--- src/rtl/kalu_pkg.sv ---
// kalu_pkg: opcodes, FSM encoding and constants shared by the sequential ALU
package kalu_pkg;
    localparam logic [2:0] OP_ADD  = 3'b000;
    localparam logic [2:0] OP_SUB  = 3'b001;
    localparam logic [2:0] OP_SUB4 = 3'b010;
    localparam logic [2:0] OP_MUL  = 3'b011;
    localparam logic [2:0] OP_DIV  = 3'b100;
    localparam logic [7:0] SUB4_K  = 8'hFB;
    localparam int         N_ITER  = 8;
    typedef enum logic [1:0] {IDLE, EXEC, ITER, DONE} state_t;
endpackage

--- src/rtl/kalu_seq_ctrl_if.sv ---
// kalu_seq_ctrl_if: request/result bundle between a client and the sequential ALU
interface kalu_seq_ctrl_if #(parameter int W = 8);
    logic         start;
    logic [2:0]   op;
    logic [W-1:0] a;
    logic [W-1:0] b;
    logic         ready;
    logic         busy;
    logic         done;
    logic [W-1:0] result;
    logic [W-1:0] result_hi;
    logic         carry;
    logic         zero;
    logic         err;
    modport master (output start, op, a, b, input ready, busy, done, result, result_hi, carry, zero, err);
    modport slave (input start, op, a, b, output ready, busy, done, result, result_hi, carry, zero, err);
endinterface

--- src/rtl/kalu_seq_ctrl_add_sub_8.sv ---
// add_sub_8: ripple-carry adder x + y + cin, the only arithmetic in the ALU
module add_sub_8 #(parameter int W = 8) (
    input  logic [W-1:0] x,
    input  logic [W-1:0] y,
    input  logic         cin,
    output logic [W-1:0] s,
    output logic         cout
);
    logic [W:0] c;
    assign c[0] = cin;
    for (genvar i = 0; i < W; i++) begin : g_fa
        assign s[i]   = x[i] ^ y[i] ^ c[i];
        assign c[i+1] = (x[i] & y[i]) | (c[i] & (x[i] ^ y[i]));
    end
    assign cout = c[W];
endmodule

--- src/rtl/kalu_seq_ctrl.sv ---
// kalu_seq_ctrl: multi-cycle ALU sequencer sharing one adder across add/sub/mul/div
import kalu_pkg::*;
module kalu_seq_ctrl #(parameter int W = 8) (
    input logic             clk,
    input logic             rst,
    kalu_seq_ctrl_if.slave  bus_io
);
    state_t       state_q;
    logic [2:0]   cnt_q, op_q;
    logic [W-1:0] opa_q, opb_q, acc_q, lo_q, result_q, result_hi_q;
    logic         carry_q, zero_q, err_q, done_q;
    logic [W-1:0] x, y, s, acc_d, lo_d;
    logic         cin, cout, is_div, div_ok;
    add_sub_8 #(.W(W)) u_add (.x(x), .y(y), .cin(cin), .s(s), .cout(cout));
    // Adder operand steering: EXEC does add/sub, ITER does shift-add or trial subtract
    always_comb begin
        is_div = op_q == OP_DIV;
        x      = state_q != ITER ? opa_q : is_div ? {acc_q[W-2:0], lo_q[W-1]} : acc_q;
        y      = state_q == ITER ? (is_div ? ~opb_q : (lo_q[0] ? opa_q : '0))
               : op_q == OP_ADD ? opb_q : op_q == OP_SUB ? ~opb_q : W'(SUB4_K);
        cin    = state_q == ITER ? is_div : op_q != OP_ADD;
    end
    // Next partial product / remainder; the shifted-out MSB makes the trial subtract succeed too
    always_comb begin
        div_ok = acc_q[W-1] | cout;
        acc_d  = is_div ? (div_ok ? s : x) : {cout, s[W-1:1]};
        lo_d   = is_div ? {lo_q[W-2:0], div_ok} : {s[0], lo_q[W-1:1]};
    end
    // Sequencer: accept, execute or iterate, then publish results on entry to DONE
    always_ff @(posedge clk or posedge rst) begin
        if (rst) begin
            state_q     <= IDLE;
            cnt_q       <= '0;
            op_q        <= '0;
            opa_q       <= '0;
            opb_q       <= '0;
            acc_q       <= '0;
            lo_q        <= '0;
            result_q    <= '0;
            result_hi_q <= '0;
            carry_q     <= 1'b0;
            zero_q      <= 1'b0;
            err_q       <= 1'b0;
            done_q      <= 1'b0;
        end else begin
            case (state_q)
                IDLE: if (bus_io.start) begin
                    op_q  <= bus_io.op;
                    opa_q <= bus_io.a;
                    opb_q <= bus_io.b;
                    cnt_q <= '0;
                    acc_q <= '0;
                    if (bus_io.op inside {OP_ADD, OP_SUB, OP_SUB4}) begin
                        state_q <= EXEC;
                    end else if (bus_io.op == OP_MUL || (bus_io.op == OP_DIV && bus_io.b != '0)) begin
                        lo_q    <= bus_io.op == OP_MUL ? bus_io.b : bus_io.a;
                        state_q <= ITER;
                    end else begin
                        result_q    <= bus_io.op == OP_DIV ? '1 : '0;
                        result_hi_q <= bus_io.op == OP_DIV ? bus_io.a : '0;
                        carry_q     <= 1'b0;
                        zero_q      <= 1'b0;
                        err_q       <= 1'b1;
                        done_q      <= 1'b1;
                        state_q     <= DONE;
                    end
                end
                EXEC: begin
                    result_q    <= s;
                    result_hi_q <= '0;
                    carry_q     <= cout;
                    zero_q      <= s == '0;
                    err_q       <= 1'b0;
                    done_q      <= 1'b1;
                    state_q     <= DONE;
                end
                ITER: begin
                    acc_q <= acc_d;
                    lo_q  <= lo_d;
                    cnt_q <= cnt_q + 3'd1;
                    if (cnt_q == 3'(N_ITER - 1)) begin
                        result_q    <= lo_d;
                        result_hi_q <= acc_d;
                        carry_q     <= !is_div && acc_d != '0;
                        zero_q      <= lo_d == '0;
                        err_q       <= 1'b0;
                        done_q      <= 1'b1;
                        state_q     <= DONE;
                    end
                end
                default: begin
                    done_q  <= 1'b0;
                    state_q <= IDLE;
                end
            endcase
        end
    end
    assign bus_io.ready     = state_q == IDLE;
    assign bus_io.busy      = state_q != IDLE;
    assign bus_io.done      = done_q;
    assign bus_io.result    = result_q;
    assign bus_io.result_hi = result_hi_q;
    assign bus_io.carry     = carry_q;
    assign bus_io.zero      = zero_q;
    assign bus_io.err       = err_q;
endmodule

--- src/flat_wrapper.sv ---
// flat-port wrapper written by rule: the top's interface ports become plain ports
module kalu_seq_ctrl_flat 
#(parameter int W = 8)
  (clk, rst, bus_io_start, bus_io_op, bus_io_a, bus_io_b, bus_io_ready, bus_io_busy, bus_io_done, bus_io_result, bus_io_result_hi, bus_io_carry, bus_io_zero, bus_io_err);
  kalu_seq_ctrl_if #(.W(W)) bus_io_i ();
  input logic clk;
  input logic rst;
  input wire logic [$bits(bus_io_i.start)-1:0] bus_io_start;
  input wire logic [$bits(bus_io_i.op)-1:0] bus_io_op;
  input wire logic [$bits(bus_io_i.a)-1:0] bus_io_a;
  input wire logic [$bits(bus_io_i.b)-1:0] bus_io_b;
  output wire logic [$bits(bus_io_i.ready)-1:0] bus_io_ready;
  output wire logic [$bits(bus_io_i.busy)-1:0] bus_io_busy;
  output wire logic [$bits(bus_io_i.done)-1:0] bus_io_done;
  output wire logic [$bits(bus_io_i.result)-1:0] bus_io_result;
  output wire logic [$bits(bus_io_i.result_hi)-1:0] bus_io_result_hi;
  output wire logic [$bits(bus_io_i.carry)-1:0] bus_io_carry;
  output wire logic [$bits(bus_io_i.zero)-1:0] bus_io_zero;
  output wire logic [$bits(bus_io_i.err)-1:0] bus_io_err;
  assign bus_io_i.start = bus_io_start;
  assign bus_io_i.op = bus_io_op;
  assign bus_io_i.a = bus_io_a;
  assign bus_io_i.b = bus_io_b;
  assign bus_io_ready = bus_io_i.ready;
  assign bus_io_busy = bus_io_i.busy;
  assign bus_io_done = bus_io_i.done;
  assign bus_io_result = bus_io_i.result;
  assign bus_io_result_hi = bus_io_i.result_hi;
  assign bus_io_carry = bus_io_i.carry;
  assign bus_io_zero = bus_io_i.zero;
  assign bus_io_err = bus_io_i.err;
  kalu_seq_ctrl #(.W(W)) u_core (.clk(clk), .rst(rst), .bus_io(bus_io_i));
endmodule
--- config.mk ---
export PLATFORM = sky130hd
export DESIGN_NAME = kalu_seq_ctrl_flat
export DESIGN_NICKNAME = d
export VERILOG_FILES = /design/src/rtl/kalu_pkg.sv /design/src/rtl/kalu_seq_ctrl_if.sv /design/src/rtl/kalu_seq_ctrl_add_sub_8.sv /design/src/rtl/kalu_seq_ctrl.sv /design/src/flat_wrapper.sv
export SDC_FILE = /design/constraint.sdc
export NUM_CORES = 1
export LEC_CHECK = 0
export ABC_CLOCK_PERIOD_IN_PS = 12800
export CELL_PAD_IN_SITES_DETAIL_PLACEMENT = 2
export CELL_PAD_IN_SITES_GLOBAL_PLACEMENT = 2
export CORE_UTILIZATION = 37
export DETAILED_ROUTE_END_ITERATION = 8
export HOLD_SLACK_MARGIN = 0.08
export MAX_ROUTING_LAYER = met4
export PLACE_DENSITY = 0.88
export SLEW_MARGIN = 20
export SYNTH_ARGS = -nofsm -noshare
export SYNTH_HDL_FRONTEND = slang
export SYNTH_SLANG_ARGS = --single-unit
--- constraint.sdc ---
create_clock -name clk -period 12.8 [get_ports clk]
set_clock_uncertainty 0.15 [all_clocks]
set_input_delay 2.56 -clock clk [delete_from_list [all_inputs] [get_ports clk]]
set_output_delay 2.56 -clock clk [all_outputs]
set_load 0.005 [all_outputs]
[Yosys cells after proc, flatten, opt, wreduce, memory -nomap -nowiden]
Index checks and enable logic that the tools add are counted.
Storage, ports and cells
  bits in registers: 60
Operators by class
  add/subtract/negate cells: 1
  reduce and logical (&&, ||, !) cells: 22
  eq/ne operators: 15
  bitwise gates (word level): 42
  muxes and demuxes: 51
Operators by type and width (number)
  two-way mux 8 bit: 25
  one-hot mux 8 bit (3 select lines): 2
  one-hot mux 8 bit (2 select lines): 2
  AND 1 bit: 16
  logical NOT 8 bit: 2
  nonzero test 8 bit: 2
  XOR 1 bit: 16
  two-way mux 1 bit: 12
  one-hot mux 1 bit (3 select lines): 4
  inequality test 2 bit, second input constant: 5
  == test 3 bit, second input constant: 3
  bitwise OR 1 bit: 9
  nonzero test 3 bit: 3
  NOT 8 bit: 1
  AND reduction 4 bit: 2
  == test 3 x 1 -> 1 bit, second input constant: 2
  == test 3 x 2 -> 1 bit, second input constant: 2
  logical NOT 3 bit: 2
  two-way mux 2 bit: 3
  one-hot mux 2 bit (3 select lines): 1
  one-hot mux 3 bit (2 select lines): 1
  AND reduction 2 bit: 3
  AND reduction 5 bit: 1
  nonzero test 2 bit: 2
  other kinds (9): 10

[Logic depth before layout (Yosys ltp)]
  depth in word-level cells: 28
  depth in mapped cells: 27

[By module]
Synthesis repeated with hierarchy kept, for this count alone.
Second synthesis, totals
  cell total of the unflattened synthesis: 411
  area total of the unflattened synthesis: 3753.6 um2
Modules (own cells, without submodules)
  kalu_seq_ctrl: seq. area each 1501.4 um2, instances 1, cells each 393, area an instance 3555.9 um2
  add_sub_8: seq. area each 0.0 um2, instances 1, cells each 18, area an instance 197.7 um2

[Worst setup path before layout]
Ideal clock, no wire load.
  path kind: register -> register
  start point: reg u_core.state_q[0]
  end point: reg u_core.carry_q (netlist: u_core.bus_io.carry)
  setup slack: 6.842 ns
  data arrival time: 5.679 ns
  cell stages (with the launch flop): 26
  buffers on the path: 6
  data required time: 12.521 ns
  setup time: 0.129 ns
  cells stage by stage: dfrtp_1 inv_1 ha_1 buf_2 buf_2 buf_2 clkbuf_1 clkbuf_1 a31oi_1 fa_1 fa_1 fa_1 inv_1 fa_1 fa_1 fa_1 inv_1 fa_1 fa_1 or2_2 clkbuf_1 a211oi_1 a2bb2oi_1 nand4_1 o211ai_2 nand3_1
Between the ends
  longest elaborated chain between the ends: 26
  elaborated cells on any way between the ends: 60
  those cells by class: eq/ne (7); mux (7); bitwise (41); reduce/logical (5)
RTL lines
  start: declaration: RTL line kalu_seq_ctrl.sv:8  | state_t state_q;
  start signal: assignment: RTL line kalu_seq_ctrl.sv:32  | state_q <= IDLE;
  start signal: assignment: RTL line kalu_seq_ctrl.sv:54  | state_q <= EXEC;
  start signal: assignment: RTL line kalu_seq_ctrl.sv:57  | state_q <= ITER;
  inequality test 2 bit or == test 2 bit (tied branches)
  two-way mux 8 bit, on equally long branches: RTL line kalu_seq_ctrl.sv:18, kalu_seq_ctrl.sv:19
  XOR 1 bit: RTL line kalu_seq_ctrl_add_sub_8.sv:12, kalu_seq_ctrl_add_sub_8.sv:13
  AND 1 bit: RTL line kalu_seq_ctrl_add_sub_8.sv:13  | assign c[i+1] = (x[i] & y[i]) | (c[i] & (x[i] ^ y[i]));
  bitwise OR 1 bit: RTL line kalu_seq_ctrl_add_sub_8.sv:13
  AND 1 bit: RTL line kalu_seq_ctrl_add_sub_8.sv:13
  bitwise OR 1 bit: RTL line kalu_seq_ctrl_add_sub_8.sv:13
  AND 1 bit: RTL line kalu_seq_ctrl_add_sub_8.sv:13
  (+9 left out)
  AND 1 bit: RTL line kalu_seq_ctrl_add_sub_8.sv:13
  bitwise OR 1 bit: RTL line kalu_seq_ctrl_add_sub_8.sv:13
  bitwise OR 1 bit: RTL line kalu_seq_ctrl.sv:25  | div_ok = acc_q[W-1] | cout;
  two-way mux 8 bit (2 in a row): RTL line kalu_seq_ctrl.sv:26  | acc_d = is_div ? (div_ok ? s : x) : {cout, s[W-1:1]};
  nonzero test 8 bit: RTL line kalu_seq_ctrl.sv:84  | carry_q <= !is_div && acc_d != '0;
  logical AND 1 bit: RTL line kalu_seq_ctrl.sv:84
  two-way mux 1 bit: RTL line kalu_seq_ctrl.sv:81  | if (cnt_q == 3'(N_ITER - 1)) begin
  one-hot mux 1 bit (3 select lines): RTL line kalu_seq_ctrl.sv:46  | case (state_q)
  end signal: assignment: RTL line kalu_seq_ctrl.sv:71  | carry_q <= cout;
  end: declaration: RTL line kalu_seq_ctrl.sv:11  | logic carry_q, zero_q, err_q, done_q;
Several ways; a longest one is shown, not always the timed one. The select of a mux whose other input is x is not followed.
A chain may end at the register's enable or synchronous reset.

[Final worst setup path]
Same ends and word-level chain as after synthesis.

==> summary.txt <==
Finish
  • Fin nets: 496
  • FF+latch area: 0.00150 mm2
  • Multi-input gate area in the final layout: 0.00215 mm2
  • FILL cells: 1062
  • Layout cell share with drive strength beyond 1: 11.4%
  • Layout area overhead: 18.5%

Routing
  • DRC Markers: 0
  • Final wirelength: 15.5 mm
  • Starting DRC count in detailed routing: 292
  • Vias per cell: 6.08
  • Antenna viol nets, final: 0
  • Avg WL per Cell: 26.0 um
  • Pre-Repair DR Iteration Count: 4
  • Vias post-DR: 3636

Min path
  • Hold_sp: u_core.bus_io.result[3]$_DFFE_PP0P_
  • HP Class: reg2reg

Run status
  • Status: completed

Clocking
  • Post-CTS sizing: 0
  • Root buf cell: clkbuf_8
  • # hold bufs at CTS: 0
  • Post-CTS Setup Repair Bufs: 0
  • Total CTS buffers: 9
  • Reg clk slew, reported paths: 0.08 ns
  • CTS Buffer Depth: 2
  • H-Tree Depth: 3
  • Clock latency on the worst-skew pair: 0.37 ns
  • Clock sink count: 60
  • CTS tree: done

Worst setup path
  • Family with the most delay on the worst path: adder cells
  • CP startpoint: u_core.state_q[0]$_DFFE_PP0P_
  • WS Path Type: reg2reg
  • WP data arrival: 7.07 ns
  • Worst R2R Start: u_core.state_q[0]$_DFFE_PP0P_
  • Startpoint kind of the worst setup timing path: flip-flop
  • Crit-path most repeated cell: fa_1
  • Worst-path cell chain: inv_1, ha_2, buf_4, nand2_1, o21ai_1, a21oi_1, nor2_1, nor2_1, fa_1, fa_1, fa_1, inv_1, fa_1, fa_1, fa_1, inv_1, fa_1, fa_1, or2_2, a211oi_1, a2bb2oi_1, nand4_1, o211ai_2, nand3_1
  • Worst path slowest cell: buf_4
  • CP required: 12.88 ns
  • WP buf/inv: 4
  • CP Max Fanout: 62
  • Crit end category: flip-flop
  • Slowest cell delay on critical path: 0.52 ns

Yosys
  • Post-synth net total: 466
  • Post-synth ARST share: 100%
  • Syn. warnings: 0
  • Number of synthesized flops with an enable pin: 0
  • Synth area leader: dfrtp_1
  • Post-Synthesis Cells: 430
  • Sequential area share after synthesis: 39.3%
  • Post-synthesis register bit count: 60
  • Ys flop type: dfrtp_1
  • Top cells by instance count after synthesis: nand2_1, dfrtp_1, nor2_1
  • Average cell area after synthesis: 8.89 um2
  • Synth top area share: 39.3%
  • Synth top area cells: dfrtp_1, mux2_2, nand2_1, a21oi_1, o21ai_0
  • Synth unique cells: 52
  • Mapped Area: 0.00382 mm2
  • Most frequent cell after synthesis: nand2_1

Die
  • FP Rows: 36
  • I/O pin count: 44
  • Core ar.: 0.00991 mm2
  • Initial core utilization: 38.6%
  • Die area: 0.0107 mm2
  • Die width: 104 um
  • Die Y: 104 um

Place
  • Gpl congestion: 0.884
  • Buffers on Ports: 43
  • Post-DP HPWL: 10.4 mm
  • Dpl ws: 6.11 ns

STA
  • Final setup margin: 5.81 ns
  • Minimum clock period: 6.99 ns
  • RSZ-0062 raised after global routing: no
  • Period utilisation layout: 54.6%
  • Fin. Hold Viols: 0
  • Peak Freq: 0.143 GHz
  • Max-slew headroom: 31.7%
  • Worst Max-Slew Pin Slew: 1.02 ns
  • Fin Setup TNS: 0 ns
  • Fin. max-slew vios: 0
  • Count of final setup violators: 0

GRT
  • Largest net degree at the start of global routing: 63
  • Congestion Overflow GR: 0
  • Gr usage total: 31.7%
  • Vias in the first global route: 4115
  • First-pass GRT wire length: 24.8 mm
  • Initial antenna violation count: 1

Job
  • Max-Cap Viols: 0
==> state kept, by name (all words and copies together), names as in the netlist <==
name and cells:
u_core.cnt_q 3, u_core.lo_q 8, u_core.bus_io.done 1, u_core.bus_io.result_hi 8, u_core.bus_io.result 8, u_core.state_q 2, u_core.opa_q 8, u_core.bus_io.zero 1
u_core.opb_q 8, u_core.bus_io.carry 1, u_core.bus_io.err 1, u_core.op_q 3, u_core.acc_q 8
==> layer usage <==
metal,vias up,track usage [%],share of wire (%)
li1,1569,-,-
met1,1895,37.8,41
met2,134,53.0,50
met3,38,5.35,5.3
met4,0,13.8,3.0
met5,-,-,0
==> final timing paths <==
kind	to	slack [ns]	cells after the start
worst max register to register	u_core.bus_io.carry$_DFFE_PP0P_	5.81	24
worst max-delay path	u_core.bus_io.carry$_DFFE_PP0P_	5.81	24
max in group asynchronous	u_core.opb_q[4]$_DFFE_PP0P_	9.36	3
min in group asynchronous	u_core.bus_io.result_hi[0]$_DFFE_PP0P_	2.61	3
worst min-delay path	u_core.bus_io.result[3]$_DFFE_PP0P_	0.34	1
worst min register to register	u_core.bus_io.result[3]$_DFFE_PP0P_	0.34	1
==> per-stage QoR <==
stage                     utilization (%)  instances  area [um2]  hold slack [ns]
after floorplan                         -        430        3820            0.304
after global placement               43.7        582        4330            0.318
after detailed placement             43.7        582        4330            0.329
after CTS                            45.7        597        4530            0.344
after global routing                 45.7        598        4530            0.366
final                                45.7        598        4530            0.338
==> cell families after synthesis <==
kind of cell    after synthesis  share of synthesized area (%)
simple gates                154                           18.2
compound gates              111                           17.2
flops                        60                           39.3
mux                          51                           14.5
buf+inv                      39                           4.48
fa+ha+maj                    14                           6.15
xor+xnor                      1                          0.229
==> area by class of cell <==
type                       instances  share of cell area (%)
inverter                          10                   0.828
clock buffer                      14                    3.81
tap                              133                    3.67
multi-input combinational        331                    47.5
antenna                            1                  0.0552
clock inverter                     1                   0.663
sequential                        60                    33.1
timing repair buffer              48                    10.3
==> worst reg2reg max path: cells and delay by family, from the launching register on <==
family / cells / cell delay (ns)
adders and majority gates: 9 / 2.81
AOI/OAI and AO/OA: 5 / 1.54
and+or+nand+nor: 6 / 1.16
buffers and inverters: 4 / 0.79
DFF: 1 / 0.41
==> cell usage in the layout (no fill, tap or decap), drive strengths merged, types with 12 or more instances in the layout <==
cell	netlist	routed
nand2	74	74
dfrtp	60	60
clkdlybuf4s50	0	43
nor2	40	40
o21ai	36	36
mux2	36	36
a21oi	35	35
mux2i	15	15
clkbuf	14	14
a31oi	12	12
Power is not shown: default switching activity piles up to over one toggle a cycle in this logic, so the estimate is an artifact.
